File: src/rtl/vend_credit_if.sv
// Coin-side inputs and actuator-side outputs of the vending credit controller.
// The master drives the coin acceptor inputs; the controller owns the outputs.
interface vend_credit_if #(
    parameter int CREDIT_W = 5,
    parameter int STOCK_W  = 4
);
    logic                coin_valid;
    logic [1:0]          coin;
    logic                cancel;
    logic                restock;
    logic                dispense;
    logic                change_pulse;
    logic                coin_reject;
    logic [CREDIT_W-1:0] credit;
    logic [STOCK_W-1:0]  stock;
    logic                sold_out;
    logic                busy;

    modport master (
        output coin_valid, coin, cancel, restock,
        input  dispense, change_pulse, coin_reject, credit, stock, sold_out, busy
    );

    modport slave (
        input  coin_valid, coin, cancel, restock,
        output dispense, change_pulse, coin_reject, credit, stock, sold_out, busy
    );
endinterface

File: src/rtl/vend_credit_ctrl.sv
// Vending controller: accumulates coin credit, vends one item at PRICE,
// pays back remainder/cancelled credit as unit change pulses, tracks stock.
module vend_credit_ctrl #(
    parameter int PRICE      = 4,
    parameter int MAX_CREDIT = 16,
    parameter int CREDIT_W   = 5,
    parameter int STOCK_INIT = 8,
    parameter int STOCK_W    = 4
) (
    input  logic           clk,
    input  logic           rst,
    vend_credit_if.slave   bus
);

    typedef enum logic [1:0] {
        S_IDLE   = 2'd0,
        S_CREDIT = 2'd1,
        S_VEND   = 2'd2,
        S_CHANGE = 2'd3
    } state_t;

    localparam logic [CREDIT_W:0]   L_MAX_W   = (CREDIT_W+1)'(MAX_CREDIT);
    localparam logic [CREDIT_W:0]   L_PRICE_W = (CREDIT_W+1)'(PRICE);
    localparam logic [CREDIT_W-1:0] L_PRICE   = CREDIT_W'(PRICE);
    localparam logic [CREDIT_W-1:0] L_ONE_C   = CREDIT_W'(1);
    localparam logic [STOCK_W-1:0]  L_STOCK   = STOCK_W'(STOCK_INIT);
    localparam logic [STOCK_W-1:0]  L_ONE_S   = STOCK_W'(1);

    state_t              r_state;
    logic [CREDIT_W-1:0] r_credit;
    logic [STOCK_W-1:0]  r_stock;
    logic                r_coin_reject;

    logic [CREDIT_W:0]   w_value;
    logic [CREDIT_W:0]   w_sum;
    logic                w_coin_present;
    logic                w_open;
    logic                w_sold_out;
    logic                w_accept;

    // Coin code to credit units; the one-bit-wider result keeps the overflow test exact.
    function automatic logic [CREDIT_W:0] coin_value(input logic [1:0] code);
        logic [CREDIT_W:0] v;
        case (code)
            2'b01:   v = (CREDIT_W+1)'(1);
            2'b10:   v = (CREDIT_W+1)'(2);
            2'b11:   v = (CREDIT_W+1)'(4);
            default: v = (CREDIT_W+1)'(0);
        endcase
        return v;
    endfunction

    // Coin acceptance decision for the current cycle.
    always_comb begin
        w_value        = coin_value(bus.coin);
        w_sum          = {1'b0, r_credit} + w_value;
        w_coin_present = bus.coin_valid && (bus.coin != 2'b00);
        w_open         = (r_state == S_IDLE) || (r_state == S_CREDIT);
        w_sold_out     = (r_stock == '0);
        w_accept       = w_open && w_coin_present && !w_sold_out &&
                         !bus.cancel && (w_sum <= L_MAX_W);
    end

    // Controller state, credit, stock and reject pulse.
    always_ff @(posedge clk) begin
        if (rst) begin
            r_state       <= S_IDLE;
            r_credit      <= '0;
            r_stock       <= L_STOCK;
            r_coin_reject <= 1'b0;
        end else begin
            r_coin_reject <= w_coin_present && !w_accept;
            case (r_state)
                S_IDLE, S_CREDIT: begin
                    // Restock shares the edge with a coin; the coin saw the old stock.
                    if ((r_state == S_IDLE) && bus.restock) begin
                        r_stock <= L_STOCK;
                    end
                    if (w_accept) begin
                        r_credit <= w_sum[CREDIT_W-1:0];
                        r_state  <= (w_sum >= L_PRICE_W) ? S_VEND : S_CREDIT;
                    end else if ((r_state == S_CREDIT) && bus.cancel) begin
                        r_state <= S_CHANGE;
                    end
                end
                S_VEND: begin
                    r_credit <= r_credit - L_PRICE;
                    r_stock  <= r_stock - L_ONE_S;
                    r_state  <= (r_credit == L_PRICE) ? S_IDLE : S_CHANGE;
                end
                S_CHANGE: begin
                    r_credit <= r_credit - L_ONE_C;
                    if (r_credit <= L_ONE_C) begin
                        r_state <= S_IDLE;
                    end
                end
                default: begin
                    r_state  <= S_IDLE;
                    r_credit <= '0;
                end
            endcase
        end
    end

    assign bus.dispense     = (r_state == S_VEND);
    assign bus.change_pulse = (r_state == S_CHANGE);
    assign bus.busy         = (r_state == S_VEND) || (r_state == S_CHANGE);
    assign bus.coin_reject  = r_coin_reject;
    assign bus.credit       = r_credit;
    assign bus.stock        = r_stock;
    assign bus.sold_out     = (r_stock == '0);

endmodule

File: src/flat_wrapper.sv
// flat-port wrapper written by rule: the top's interface ports become plain ports
module vend_credit_ctrl_flat 
#(
    parameter int PRICE      = 4,
    parameter int MAX_CREDIT = 16,
    parameter int CREDIT_W   = 5,
    parameter int STOCK_INIT = 8,
    parameter int STOCK_W    = 4
)
  (clk, rst, bus_coin_valid, bus_coin, bus_cancel, bus_restock, bus_dispense, bus_change_pulse, bus_coin_reject, bus_credit, bus_stock, bus_sold_out, bus_busy);
  vend_credit_if #(.CREDIT_W(CREDIT_W), .STOCK_W(STOCK_W)) bus_i ();
  input  logic clk;
  input  logic rst;
  input wire logic [$bits(bus_i.coin_valid)-1:0] bus_coin_valid;
  input wire logic [$bits(bus_i.coin)-1:0] bus_coin;
  input wire logic [$bits(bus_i.cancel)-1:0] bus_cancel;
  input wire logic [$bits(bus_i.restock)-1:0] bus_restock;
  output wire logic [$bits(bus_i.dispense)-1:0] bus_dispense;
  output wire logic [$bits(bus_i.change_pulse)-1:0] bus_change_pulse;
  output wire logic [$bits(bus_i.coin_reject)-1:0] bus_coin_reject;
  output wire logic [$bits(bus_i.credit)-1:0] bus_credit;
  output wire logic [$bits(bus_i.stock)-1:0] bus_stock;
  output wire logic [$bits(bus_i.sold_out)-1:0] bus_sold_out;
  output wire logic [$bits(bus_i.busy)-1:0] bus_busy;
  assign bus_i.coin_valid = bus_coin_valid;
  assign bus_i.coin = bus_coin;
  assign bus_i.cancel = bus_cancel;
  assign bus_i.restock = bus_restock;
  assign bus_dispense = bus_i.dispense;
  assign bus_change_pulse = bus_i.change_pulse;
  assign bus_coin_reject = bus_i.coin_reject;
  assign bus_credit = bus_i.credit;
  assign bus_stock = bus_i.stock;
  assign bus_sold_out = bus_i.sold_out;
  assign bus_busy = bus_i.busy;
  vend_credit_ctrl #(.PRICE(PRICE), .MAX_CREDIT(MAX_CREDIT), .CREDIT_W(CREDIT_W), .STOCK_INIT(STOCK_INIT), .STOCK_W(STOCK_W)) u_core (.clk(clk), .rst(rst), .bus(bus_i));
endmodule
File: config.mk
export PLATFORM = sky130hd
export DESIGN_NAME = vend_credit_ctrl_flat
export DESIGN_NICKNAME = d
export VERILOG_FILES = /design/src/rtl/vend_credit_if.sv /design/src/rtl/vend_credit_ctrl.sv /design/src/flat_wrapper.sv
export SDC_FILE = /design/constraint.sdc
export NUM_CORES = 1
export LEC_CHECK = 0
export ABC_CLOCK_PERIOD_IN_PS = 2200
export BUFFER_PORTS_ARGS = -buffer_cell sky130_fd_sc_hd__buf_4
export CORE_MARGIN = 4
export CORE_UTILIZATION = 45
export DETAILED_ROUTE_END_ITERATION = 8
export GPL_ROUTABILITY_DRIVEN = 0
export PLACE_DENSITY = 0.7
export SYNTH_ARGS = -nofsm -noshare
export SYNTH_HDL_FRONTEND = slang
export SYNTH_SLANG_ARGS = --single-unit
File: constraint.sdc
create_clock -name clk -period 2.2 [get_ports clk]
set_input_delay 0.22 -clock clk [delete_from_list [all_inputs] [get_ports clk]]
set_output_delay 0.22 -clock clk [all_outputs]
set_load 0.02 [all_outputs]
Word-level counts from Yosys, hierarchy flattened:

Index checks and enable logic that the tools add are counted.

* register bits after elaboration: 12
* bits in latches: 0
* memory bits (writable): 0
* ROM bits: 0
* bits of input ports: 7
* output and inout port bits: 14
* memories kept: 0

* add/sub/neg operators: 4
* $mul: 0
* divide/modulo/power cells: 0
* $lt $le $gt $ge: 3
* eq/ne operators: 11
* shift-type cells: 0
* mux-type cells: 11
* bitwise gates (word level): 0
* reduce and logical (&&, ||, !) cells: 20

Operators with widths (count)
* $pmux W5 S3: 1
* $mux W2: 5
* $pmux W3 S3: 1
* $eq A2 B2 Y1 const B: 4
* $logic_and A1 B1 Y1: 8
* $pmux W4 S2: 1
* $add A5 B3 Y6: 1
* $ge A6 B3 Y1 const B: 1
* $le A6 B5 Y1 const B: 1
* $ne A2 B1 Y1 const B: 3
* $pmux W2 S3: 1
* $eq A5 B3 Y1 const B: 1
* $le A5 B1 Y1 const B: 1
* $mux W5: 1
* $sub A5 B1 Y5 const B: 1
* $sub A5 B3 Y5 const B: 1
* $eq A2 B1 Y1 const B: 2
* $logic_not A4 Y1: 1
* $mux W4: 1
* $reduce_and A2 Y1: 2
* $reduce_bool A2 Y1: 2
* $sub A4 B1 Y4 const B: 1
* $logic_not A1 Y1: 3
* $ne A3 B1 Y1 const B: 1
* other kinds (3): 4

Longest topological paths before layout:

* depth in word-level cells: 8
* depth in mapped cells: 10

Worst setup path before layout:

OpenSTA, ideal clock, no wires.

* kind: reg2reg
* from: reg u_core.r_credit[0] (netlist: u_core.bus.credit[0])
* to: reg u_core.r_credit[2] (netlist: u_core.bus.credit[2])
* library setup time: 122 ps
* data arrival time: 2393 ps
* required time: 2078 ps
* slack: -315 ps
* cell stages (with the launch flop): 9
* path buffers: 0
* cell sequence: dfxtp_1 > ha_1 > inv_1 > fa_1 > xnor2_1 > a2111o_1 > o2bb2ai_4 > a21oi_1 > a311o_1

* longest elaborated chain between the ends: 4
* elaborated cells on any way between the ends: 8

RTL lines
* from (decl): RTL line vend_credit_ctrl.sv:30 `logic [CREDIT_W-1:0] r_credit;`
* from (signal assigned): RTL line vend_credit_ctrl.sv:80 `r_credit <= w_sum[CREDIT_W-1:0];`
* from (signal assigned): RTL line vend_credit_ctrl.sv:87 `r_credit <= r_credit - L_PRICE;`
* from (signal assigned): RTL line vend_credit_ctrl.sv:92 `r_credit <= r_credit - L_ONE_C;`
* $add A5 B3 Y6: RTL line vend_credit_ctrl.sv:56 `w_sum = {1'b0, r_credit} + w_value;`
* $le A6 B5 Y1: RTL line vend_credit_ctrl.sv:61 `!bus.cancel && (w_sum <= L_MAX_W);`
* $logic_and A1 B1 Y1: RTL line vend_credit_ctrl.sv:61
* $ne A2 B1 Y1 (no source line)

Several ways; a longest one is shown, not always the timed one. The select of a mux whose other input is x is not followed.
A chain may end at the register's enable or synchronous reset.

Worst setup path after layout:

Same ends and word-level chain as after synthesis.

==> flow_summary.json <==
{
  "outcome": "finished, final reports clean",
  "drtIter0Drc": 28,
  "hold_class": "in2reg",
  "placed_area_sq_um": 1310,
  "critPathKind": "reg2reg",
  "synth_edf_count": 0,
  "critPathMaxFanout": 7,
  "synth_async_sr_flop_share_pct": 0,
  "crit_arrival_ps": 2350,
  "multi_input_area_sq_um": 772,
  "crit_required_ps": 2360,
  "finalSetupViolCount": 0,
  "hold_viol": 0,
  "cts_tree": "yes",
  "drt-vias-per-instance": 5.59,
  "drt-wirelength-per-cell_um": 14.7,
  "clockRootBuffer": "clkbuf_4",
  "cts.sinks": 12,
  "drc": 0,
  "cp-start-kind": "flop",
  "grt_pass1_wl_mm": 4.53,
  "areaGrowthSynthToFinish_pct": 32.6,
  "cts-hold-fix-buffers": 0,
  "p_leak_nw": 0.578,
  "grt_start_max_net_pins": 18,
  "core_sq_um": 2210,
  "seq_area_sq_um": 245,
  "die_w_um": 56.0,
  "grt-ovfl-total": 0,
  "clockBufferDepth": 2,
  "synth-seq-cells": 12,
  "drive_above_1_share_pct": 33.3,
  "hold_ws_ps": 216,
  "synthTopCellsByCount": "12 x dfxtp_1, 12 x nor2_1, 11 x inv_1",
  "numCtsBuffers": 3,
  "finalMaxSlewViolations": 0,
  "grt_pass1_vias": 1029,
  "fin_util_pct": 62.1,
  "ys_dominant_reg_cell": "dfxtp_1",
  "synth_cell_types": 39,
  "vias": 1046,
  "antenna_found_initial": 0,
  "io_pins": 21,
  "start_util_pct": 46.8,
  "syn_nets": 148,
  "fp-row-count": 17,
  "finClkSkew_ps": 2.67,
  "yosysSeqAreaShare_pct": 23.2,
  "period_minus_slack_ps": 2180,
  "syn-mean-instance-area_sq_um": 7.97,
  "dr.pass1.iters": 4,
  "slew_headroom_pct": 61.6,
  "grt_usage_pct": 17.8,
  "powerDensity_nw_per_um2": 1080,
  "ant_nets": 0,
  "diodes": 0,
  "netlist_top_cells_area": "dfxtp_1 23%, ha_1 12%, nor2_1 4.3%, nor2b_1 4.2%, inv_1 4.0%",
  "insertion_delay_ps": 270,
  "synth_top_area_share_pct": 23.2,
  "finalSetupTns_ps": 0,
  "htree_levels": 1,
  "fin_crit_sh_pct": 99.3,
  "worst_pin_slew_ps": 570,
  "num-nets-final": 178,
  "ir_drop_mv": 0.479,
  "ys.warnings.count": 0,
  "fin_area_sq_um": 1370,
  "fill_cells": 204,
  "die-area_sq_um": 3130,
  "port_buffers": 20,
  "fmax_mhz": 458,
  "crit_path_end_kind": "flop",
  "netlist_area_sq_um": 1040,
  "synth_top_area_cell": "dfxtp_1",
  "synthCells": 130,
  "cap_violations": 0,
  "drt-total-wl_mm": 2.75,
  "die_h_um": 56.0,
  "clk_pin_slew_ps": 80,
  "hpwlAfterDp_mm": 2.18,
  "rsz0062_at_grt": "true"
}
==> metrics by stage <==
step / power, W / worst slack (ps) / instances
2_1_floorplan: 0.000985 / 13.5 / 130
4_1_cts: 0.00147 / 12.6 / 187
5_1_grt: 0.00160 / -50.9 / 187
3_5_place_dp: 0.00129 / -164 / 183
6_report: 0.00149 / 16.1 / 187
3_3_place_gp: 0.00126 / -126 / 183
==> sequential cells by signal (all words and copies together) (netlist names) <==
name / cells
u_core.r_state: 2
u_core.bus.coin_reject: 1
u_core.bus.credit: 5
u_core.bus.stock: 4
==> cells in the final DEF, fill, tap and decap left out, types with 2 or more instances in the layout <==
cell	instances
nand3_1	2
clkbuf_4	3
nor4_1	2
a21oi_1	6
nor2_1	12
a31oi_1	2
a22oi_1	4
inv_1	9
nor2b_1	7
buf_4	31
inv_2	2
o211ai_1	2
a21o_1	2
a211oi_1	2
ha_1	9
dfxtp_1	10
nand2b_1	6
xnor2_1	4
and2_1	2
mux2i_1	2
nand2_1	7
nor3_1	3
o21ai_0	3
==> worst paths after layout <==
check | cells past startpoint | start | endpoint | slack [ps]
max | 8 | u_core.bus.credit[0] | u_core.bus.credit[2] | 20
min | 2 | rst | u_core.bus.stock[2] | 220
max reg2reg | 8 | u_core.bus.credit[0] | u_core.bus.credit[2] | 20
min reg2reg | 1 | u_core.bus.stock[0] | u_core.bus.stock[0] | 550
==> critical path, cell delays in order, from the launching register on <==
cell,delay [ps]
dfxtp_4,370
ha_4,130
inv_2,30
fa_2,520
inv_2,40
a2111o_1,410
o2bb2ai_4,240
a21oi_2,80
a311o_1,260
==> where the power goes <==
part | total, W | leakage, nW | switching, W | internal [W]
clock network | 0.000177 | 0.0210 | 0.0000761 | 0.000100
logic | 0.000926 | 0.457 | 0.000483 | 0.000443
registers | 0.000386 | 0.0995 | 0.000105 | 0.000281
total | 0.00149 | 0.578 | 0.000664 | 0.000825
==> area by class of cell <==
class                           instances  area share [%]
Inverter                               11            3.01
Sequential cell                        12            17.9
Multi-Input combinational cell        100            56.2
Tap cell                               28            2.55
Timing Repair Buffer                   32            17.8
Clock buffer                            4            2.64
==> logic make-up after synthesis <==
logic type / after synthesis / synth area share (%)
DFF: 12 / 23.2
buffers and inverters: 18 / 6.64
AOI/OAI and AO/OA: 31 / 23.7
muxes: 3 / 3.02
adders and majority gates: 11 / 14.0
xor gates and xnor gates: 4 / 3.38
and+or+nand+nor: 51 / 26.1
==> metal layers <==
metal / wire length (um) / global-route usage [%] / vias up
li1: - / - / 521
met1: 1150 / 20.5 / 498
met2: 1450 / 33.2 / 25
met3: 128 / 2.09 / 2
met4: 29 / 6.10 / 0
met5: 0 / 0 / -
==> timing repair <==
item,in CTS,in global routing
resized for setup,0,9
setup endpoints to repair,0,8
buffers inserted,0,0
Note: power is estimated with default switching activity, not from simulation.
